--- config.mk ---
export PLATFORM = sky130hd
export DESIGN_NAME = ball_crash_detect
export DESIGN_NICKNAME = d
export VERILOG_FILES = /design/src/rtl/ball_crash_detect.sv
export SDC_FILE = /design/constraint.sdc
export NUM_CORES = 1
export LEC_CHECK = 0
export ABC_AREA = 1
export CAP_MARGIN = 30
export CORE_MARGIN = 1
export CORE_UTILIZATION = 35
export CTS_BUF_LIST = sky130_fd_sc_hd__clkbuf_8
export CTS_CLUSTER_SIZE = 30
export DETAILED_ROUTE_END_ITERATION = 10
export RECOVER_POWER = 50
export SETUP_SLACK_MARGIN = 0.4
export SYNTH_ARGS = -nofsm -noshare
export SYNTH_HDL_FRONTEND = slang
export SYNTH_SLANG_ARGS = --single-unit
export TNS_END_PERCENT = 20
--- constraint.sdc ---
create_clock -name iCLK -period 4.7 [get_ports iCLK]
set_input_delay 0.47 -clock iCLK [delete_from_list [all_inputs] [get_ports iCLK]]
set_output_delay 0.47 -clock iCLK [all_outputs]
set_load 0.1 [all_outputs]
--- src/rtl/ball_crash_detect.sv ---
// ball_crash_detect: frame-rate collision stage for the ball logic.
// It evaluates the ball against walls and paddles once per frame and produces
// the {left, right, up, down} crash vector. It also scores missed returns and
// holds a sticky game-over flag.
module ball_crash_detect #(
    parameter int unsigned SCREEN_W    = 640,
    parameter int unsigned SCREEN_H    = 480,
    parameter int unsigned BALL_SIZE   = 8,
    parameter int unsigned WALL_MARGIN = 2,
    parameter int unsigned PAD_L_X     = 16,
    parameter int unsigned PAD_R_X     = 616,
    parameter int unsigned PAD_W       = 8,
    parameter int unsigned PAD_H       = 64,
    parameter int unsigned SCORE_MAX   = 9
) (
    input  logic       iCLK,
    input  logic       iRST,
    input  logic       iFrame_CLK,
    input  logic [9:0] iBall_x,
    input  logic [9:0] iBall_y,
    input  logic [9:0] iPad_l_y,
    input  logic [9:0] iPad_r_y,
    output logic [3:0] oCrash,
    output logic [3:0] oScore_l,
    output logic [3:0] oScore_r,
    output logic       oMiss,
    output logic       oGame_over,
    output logic [1:0] oState
);

    // Evaluation sequencer. ARM waits for a frame rise. SAMPLE takes the
    // stable inputs and registers the results on its closing edge. UPDATE
    // ends the one-cycle miss pulse and returns to ARM.
    // There is no handshake: iFrame_CLK is a level sampled every cycle, and
    // a rise is only accepted in ARM.
    typedef enum logic [1:0] {
        ARM    = 2'd0,
        SAMPLE = 2'd1,
        UPDATE = 2'd2
    } state_t;

    localparam logic [10:0] C_BALL   = 11'(BALL_SIZE);
    localparam logic [10:0] C_MARGIN = 11'(WALL_MARGIN);
    localparam logic [10:0] C_BOTTOM = 11'(SCREEN_H - WALL_MARGIN);
    localparam logic [10:0] C_RIGHT  = 11'(SCREEN_W - WALL_MARGIN);
    localparam logic [10:0] C_PL_X   = 11'(PAD_L_X);
    localparam logic [10:0] C_PL_END = 11'(PAD_L_X + PAD_W);
    localparam logic [10:0] C_PR_X   = 11'(PAD_R_X);
    localparam logic [10:0] C_PR_END = 11'(PAD_R_X + PAD_W);
    localparam logic [10:0] C_PAD_H  = 11'(PAD_H);
    localparam logic [3:0]  C_SMAX   = 4'(SCORE_MAX);

    state_t      r_state;
    logic        r_frame_q;
    logic [3:0]  r_crash;
    logic [3:0]  r_score_l;
    logic [3:0]  r_score_r;
    logic        r_miss;
    logic        r_game_over;
    logic        r_miss_l_q;
    logic        r_miss_r_q;

    logic        w_rise;
    logic [10:0] w_bx, w_by, w_pl, w_pr;
    logic [10:0] w_bx_end, w_by_end;
    logic        w_v_l, w_v_r;
    logic        w_up, w_down, w_wall_l, w_wall_r, w_pad_l, w_pad_r;
    logic        w_inc_l, w_inc_r;
    logic [3:0]  w_next_l, w_next_r;

    assign w_rise = iFrame_CLK & ~r_frame_q;

    // All geometry is done in 11 bits, so ball/paddle sums never wrap.
    assign w_bx     = {1'b0, iBall_x};
    assign w_by     = {1'b0, iBall_y};
    assign w_pl     = {1'b0, iPad_l_y};
    assign w_pr     = {1'b0, iPad_r_y};
    assign w_bx_end = w_bx + C_BALL;
    assign w_by_end = w_by + C_BALL;

    assign w_v_l    = (w_by_end > w_pl) & (w_by < w_pl + C_PAD_H);
    assign w_v_r    = (w_by_end > w_pr) & (w_by < w_pr + C_PAD_H);
    assign w_up     = (w_by <= C_MARGIN);
    assign w_down   = (w_by_end >= C_BOTTOM);
    assign w_wall_l = (w_bx <= C_MARGIN);
    assign w_wall_r = (w_bx_end >= C_RIGHT);
    assign w_pad_l  = w_v_l & (w_bx <= C_PL_END) & (w_bx_end > C_PL_X);
    assign w_pad_r  = w_v_r & (w_bx_end >= C_PR_X) & (w_bx < C_PR_END);

    // A left-wall hit scores for the right player and a right-wall hit for
    // the left player. Only the first frame of each wall contact counts.
    assign w_inc_r  = w_wall_l & ~r_miss_l_q & ~r_game_over & (r_score_r < C_SMAX);
    assign w_inc_l  = w_wall_r & ~r_miss_r_q & ~r_game_over & (r_score_l < C_SMAX);
    assign w_next_l = r_score_l + {3'b000, w_inc_l};
    assign w_next_r = r_score_r + {3'b000, w_inc_r};

    // Frame edge detection, sequencer and all registered outputs.
    always_ff @(posedge iCLK) begin
        if (iRST) begin
            r_state     <= ARM;
            r_frame_q   <= 1'b0;
            r_crash     <= 4'd0;
            r_score_l   <= 4'd0;
            r_score_r   <= 4'd0;
            r_miss      <= 1'b0;
            r_game_over <= 1'b0;
            r_miss_l_q  <= 1'b0;
            r_miss_r_q  <= 1'b0;
        end else begin
            r_frame_q <= iFrame_CLK;
            case (r_state)
                ARM: begin
                    r_miss <= 1'b0;
                    if (w_rise) r_state <= SAMPLE;
                end
                SAMPLE: begin
                    // The inputs are stable throughout this cycle. The
                    // evaluation is captured here so results show up one
                    // cycle later, in UPDATE.
                    r_crash     <= {w_pad_l | w_wall_l, w_pad_r | w_wall_r, w_up, w_down};
                    r_miss_l_q  <= w_wall_l;
                    r_miss_r_q  <= w_wall_r;
                    r_score_l   <= w_next_l;
                    r_score_r   <= w_next_r;
                    r_miss      <= w_inc_l | w_inc_r;
                    r_game_over <= r_game_over | (w_next_l == C_SMAX) | (w_next_r == C_SMAX);
                    r_state     <= UPDATE;
                end
                UPDATE: begin
                    r_miss  <= 1'b0;
                    r_state <= ARM;
                end
                default: begin
                    r_miss  <= 1'b0;
                    r_state <= ARM;
                end
            endcase
        end
    end

    assign oCrash     = r_crash;
    assign oScore_l   = r_score_l;
    assign oScore_r   = r_score_r;
    assign oMiss      = r_miss;
    assign oGame_over = r_game_over;
    assign oState     = r_state;

endmodule

; After elaboration in Yosys (flattened, before gate mapping)
; Index checks and enable logic that the tools add are counted.
[totals]
input_bits = 43
regBits = 19
[classes]
eq_ne = 4
reduce_logical = 2
bitwise_logic = 23
add_sub_neg = 6
n_lt_le_gt_ge = 14
muxes = 2
[ops]
columns = op, n
row1 = "adder 10 x 4 -> 11 bit, second input constant", 2
row2 = "adder 10 x 7 -> 11 bit, second input constant", 2
row3 = ">= comparator 11 x 10 -> 1 bit, second input constant", 2
row4 = > comparator 11 x 10 -> 1 bit, 2
row5 = < comparator 10 x 11 -> 1 bit, 2
row6 = "<= comparator 10 x 2 -> 1 bit, second input constant", 2
row7 = AND 1 bit, 13
row8 = ">= comparator 11 x 9 -> 1 bit, second input constant", 1
row9 = "> comparator 11 x 5 -> 1 bit, second input constant", 1
row10 = "<= comparator 10 x 5 -> 1 bit, second input constant", 1
row11 = "< comparator 10 bit, second input constant", 1
row12 = adder 4 x 1 -> 4 bit, 2
row13 = "== test 4 bit, second input constant", 2
row14 = "< comparator 4 bit, second input constant", 2
row15 = NOT 1 bit, 5
row16 = OR 1 bit, 5
row17 = one-hot mux 2 bit (2 select lines), 1
row18 = "== test 2 x 1 -> 1 bit, second input constant", 1
row19 = zero test 2 bit, 1
row20 = 2-to-1 mux 2 bit, 1
row21 = "!= test 2 bit, second input constant", 1
row22 = OR reduction 2 bit, 1

; Logic depth before layout (Yosys ltp)
[depth]
ltp_word = 9
ltp_mapped = 17

; Least setup slack after synthesis
; OpenSTA, ideal clock, no wires.
[synth_path]
kind = flip-flop to flip-flop
start = register r_score_l[3] (netlist: oScore_l[3])
end = register r_game_over (netlist: oGame_over)
synth_period_minus_slack_ps = 2427
path_slack_ps = 2273
path_stages_with_launch = 12
path_buffers = 0
arrival_ps = 2310
path_cell_list = dfxtp_1 > inv_1 > nor2_1 > nor3_1 > nand2_2 > inv_1 > ha_1 > ha_1 > xnor2_1 > nand4_1 > nand2_1 > a22o_1
[synth_between]
elab_chain_len = 6
[synth_rtl]
columns = element, line_no
row1 = from (decl), 56  ; logic [3:0] r_score_l;
row2 = from (signal assigned), 123  ; r_score_l <= w_next_l;
row3 = < comparator 4 bit, 93  ; assign w_inc_l = w_wall_r & ~r_miss_r_q & ~r_game_over & (r_score_l < C_SMAX);
row4 = AND 1 bit, 93
row5 = adder 4 x 1 -> 4 bit (*), 94  ; assign w_next_l = r_score_l + {3'b000, w_inc_l};
row6 = == test 4 bit (*), 126  ; r_game_over <= r_game_over | (w_next_l == C_SMAX) | (w_next_r == C_SMAX);
row7 = OR 1 bit (*) (2 in series), 126
row8 = to (signal assigned), 126
row9 = to (decl), 59  ; logic r_game_over;
; Every way passes the cells marked *; elsewhere a longest branch is shown, timed or not.
; A chain may end at the register's enable or synchronous reset.

; Worst setup path after layout
[layout_path]
start = input port iBall_x[4]
end = register r_game_over (netlist: oGame_over)
[layout_between]
elab_chain_len = 9
[layout_rtl]
columns = element, line_no
row1 = from (decl), 19  ; input logic [9:0] iBall_x,
row2 = adder 10 x 4 -> 11 bit, 78  ; assign w_bx_end = w_bx + C_BALL;
row3 = >= comparator 11 x 10 -> 1 bit, 86  ; assign w_wall_r = (w_bx_end >= C_RIGHT);
row4 = AND 1 bit (3 in series), 93
row5 = adder 4 x 1 -> 4 bit, 94
row6 = == test 4 bit, 126
row7 = OR 1 bit, 126
row8 = OR 1 bit (*), 126
; Marked as above.

==> run metrics <==
failing checks=DRC; top cell type's share of synthesized area=24.49%; hold-fix buffers at CTS=0; CTS max path bufs=2; Max Cap Violations=0; Post-Synthesis Net Count=447; Peak Freq=357.0 MHz; Non-Filler Instances=493; WP data arrival=2.96 ns; Root Driver=clkbuf_8; crit path from=iBall_x[4]; pins over their slew limit=0; Design Area, Final=0.003037 mm²; final hold violation count=0; die width=83.94 µm; clock slew at reported path FFs=0.07 ns; yosys warns=0; First-pass DRT Iterations=7; Final TNS setup=0 ns; DR vias=2392; Area Overhead vs Synth=29.23%; outcome=finished, violations left; IR drop worst, VDD=0.1114 mV; Final nets=506; crit path kind=in -> reg; final core occ=47.28%; Cell Area, Synth=0.002350 mm²; I/O pin count=59; Core Region=0.006422 mm²; library cells used by synthesis=34; placed cells=489; most frequent cells in the layout=inv_1, nand2_1, clkdlybuf4s50_1, ha_1, nor2_1; critical path startpoint category=input pin; switching part of the total=40.66%; CTS resizes=0; Hold WS=0.4023 ns; Synth area leaders=ha_1, dfxtp_1, inv_1, nand2_1, nand3_1; WL/cell=11.43 µm; remaining antenna violation count after routing=0; Hold Crit Start=r_frame_q; Clock Skews=0.002370 ns; leakage power=1.590 nW; first-pass GRT wire length=9660 µm; EDFF count, synth=0; Final min period=2.801 ns; DP Wirelength=4848 µm; Die Y=83.94 µm; Clk pwr share=21.1%; vias in the first global route=2287; top_reg_cell synth=dfxtp_1; Seq pwr share=31.8%; number of post-CTS setup repair buffers=0; Critical Path End Type=register; Int Pwr=0.0003292 W; reg2reg end=oMiss; PwrDens=182.7 mW/mm²; largest net degree at the start of global routing=18; critical path required time=4.86 ns; Async SR Flop Fraction=0%; CTS Buf Count=3; actual slew at the worst max-slew pin=0.9899 ns; reg2reg setup slack=2.54 ns; DRC=8; CTS tree=yes; R2R cell count=5; critical path peak fanout=7; # port buffers=58; routed wire length=5635 µm; share of cells above drive strength 1=3.846%; combinational power share=47.1%; initial antenna violation count=0; gr usage total=16.55%; global route overflow=0; Yosys reg bits=19; HP Class=reg -> reg; routability cong.=0.8460; vias per cell=4.852; post-synth top area cell=ha_1; sequential share of the synthesized area=16.19%; most common cell after layout, fill and taps aside=inv_1; Core Rows=29; DP Area=0.002997 mm²; Switch Pwr=0.0002256 W; # diodes=0; Mapped Cells=358; die area=0.007045 mm²; H-tree depth=1; Initial Util=36.59%; setup violators final=0; RSZ-0062 raised after global routing=false; syn_area_per_cell=6.564 µm²; Setup crit end=oGame_over; Clk Latency, worst-skew pair=0.26 ns; Crit Reg-Reg Startpoint=oState[0]; Final period util=59.59%; Clock Sinks=19; Worst slew margin=33.76%; DRT iter0 DRCs=51
==> worst max-delay path, cell delays in order <==
cell             delay [ns]
clkdlybuf4s50_1        0.59
ha_1                   0.29
inv_1                  0.07
nor2_2                 0.12
nand3_1                0.11
nand2_2                0.11
inv_2                  0.04
a21oi_2                0.13
nand2_2                0.08
nand2_2                0.06
inv_1                  0.04
ha_1                   0.19
ha_1                   0.19
xnor2_1                0.14
nand4_1                0.10
nand2_1                0.05
a22o_1                 0.17
==> metal layers <==
layer / global-route usage, % / vias up / part of all wire (%)
met4: 3.605 / 0 / 1.4
met3: 1.978 / 8 / 2.9
met1: 20.61 / 1055 / 47
met2: 30.25 / 44 / 49
li1: - / 1285 / -
met5: 0 / - / 0
==> final cells by class <==
type | count | area [µm²]
multi-input combinational | 269 | 1685
sequential | 19 | 380.4
clock inverter | 1 | 5.005
fill | 688 | 3386
clock buffer | 3 | 41.29
timing repair buffer | 58 | 580.6
inverter | 66 | 247.7
tap | 77 | 96.34
==> how the worst min path moves through the flow <==
stage | depth (start not counted) | slack (ns) | end
global route | 1 | 0.43 | oState[0]
CTS | 1 | 0.41 | oState[0]
global placement | 1 | 0.38 | oState[0]
finish | 1 | 0.40 | oState[0]
detailed placement | 1 | 0.40 | oState[0]
floorplan | 1 | 0.37 | oState[0]
==> power groups by stage <==
stage | Sequential, W | Combinational, W | Clock [W]
global placement | 0.000180 | 0.000261 | 0
CTS | 0.000176 | 0.000265 | 0.000118
detailed placement | 0.000180 | 0.000264 | 0
finish | 0.000176 | 0.000262 | 0.000117
global route | 0.000178 | 0.000293 | 0.000125
floorplan | 0.000232 | 0.000123 | 0
==> Yosys cell counts (3+ instances only) <==
master	number
a21o_1	4
a21oi_1	24
dfxtp_1	19
ha_1	46
inv_1	64
nand2_1	63
nand2_2	4
nand3_1	32
nand4_1	8
nor2_1	34
nor2_2	3
nor3_1	8
o21ai_0	14
xnor2_1	5
xor2_1	7
==> flip-flops by register name, summed over array words and instances (netlist names) <==
register / count
oScore_r: 4
oMiss: 1
r_frame_q: 1
oGame_over: 1
oCrash: 4
r_miss_r_q: 1
oScore_l: 4
r_miss_l_q: 1
oState: 2
==> logic make-up (layout without fill, tap and decap cells) <==
| family | after synthesis | count (layout) | share of synthesized area, % |
|---|---|---|---|
| xor+xnor | 12 | 12 | 4.473 |
| flops | 19 | 19 | 16.19 |
| simple gates | 161 | 161 | 30.78 |
| buf+inv | 70 | 128 | 11.82 |
| fa+ha+maj | 46 | 46 | 24.49 |
| compound gates | 50 | 50 | 12.25 |
==> stage by stage <==
step           total power (W)  setup WS, ns
4_1_cts              0.0005592         1.881
3_3_place_gp         0.0004411         1.666
2_1_floorplan        0.0003550         2.273
5_1_grt              0.0005959         1.633
6_report             0.0005549         1.899
3_5_place_dp         0.0004439         1.609
Note: power is estimated with default switching activity, not from simulation.
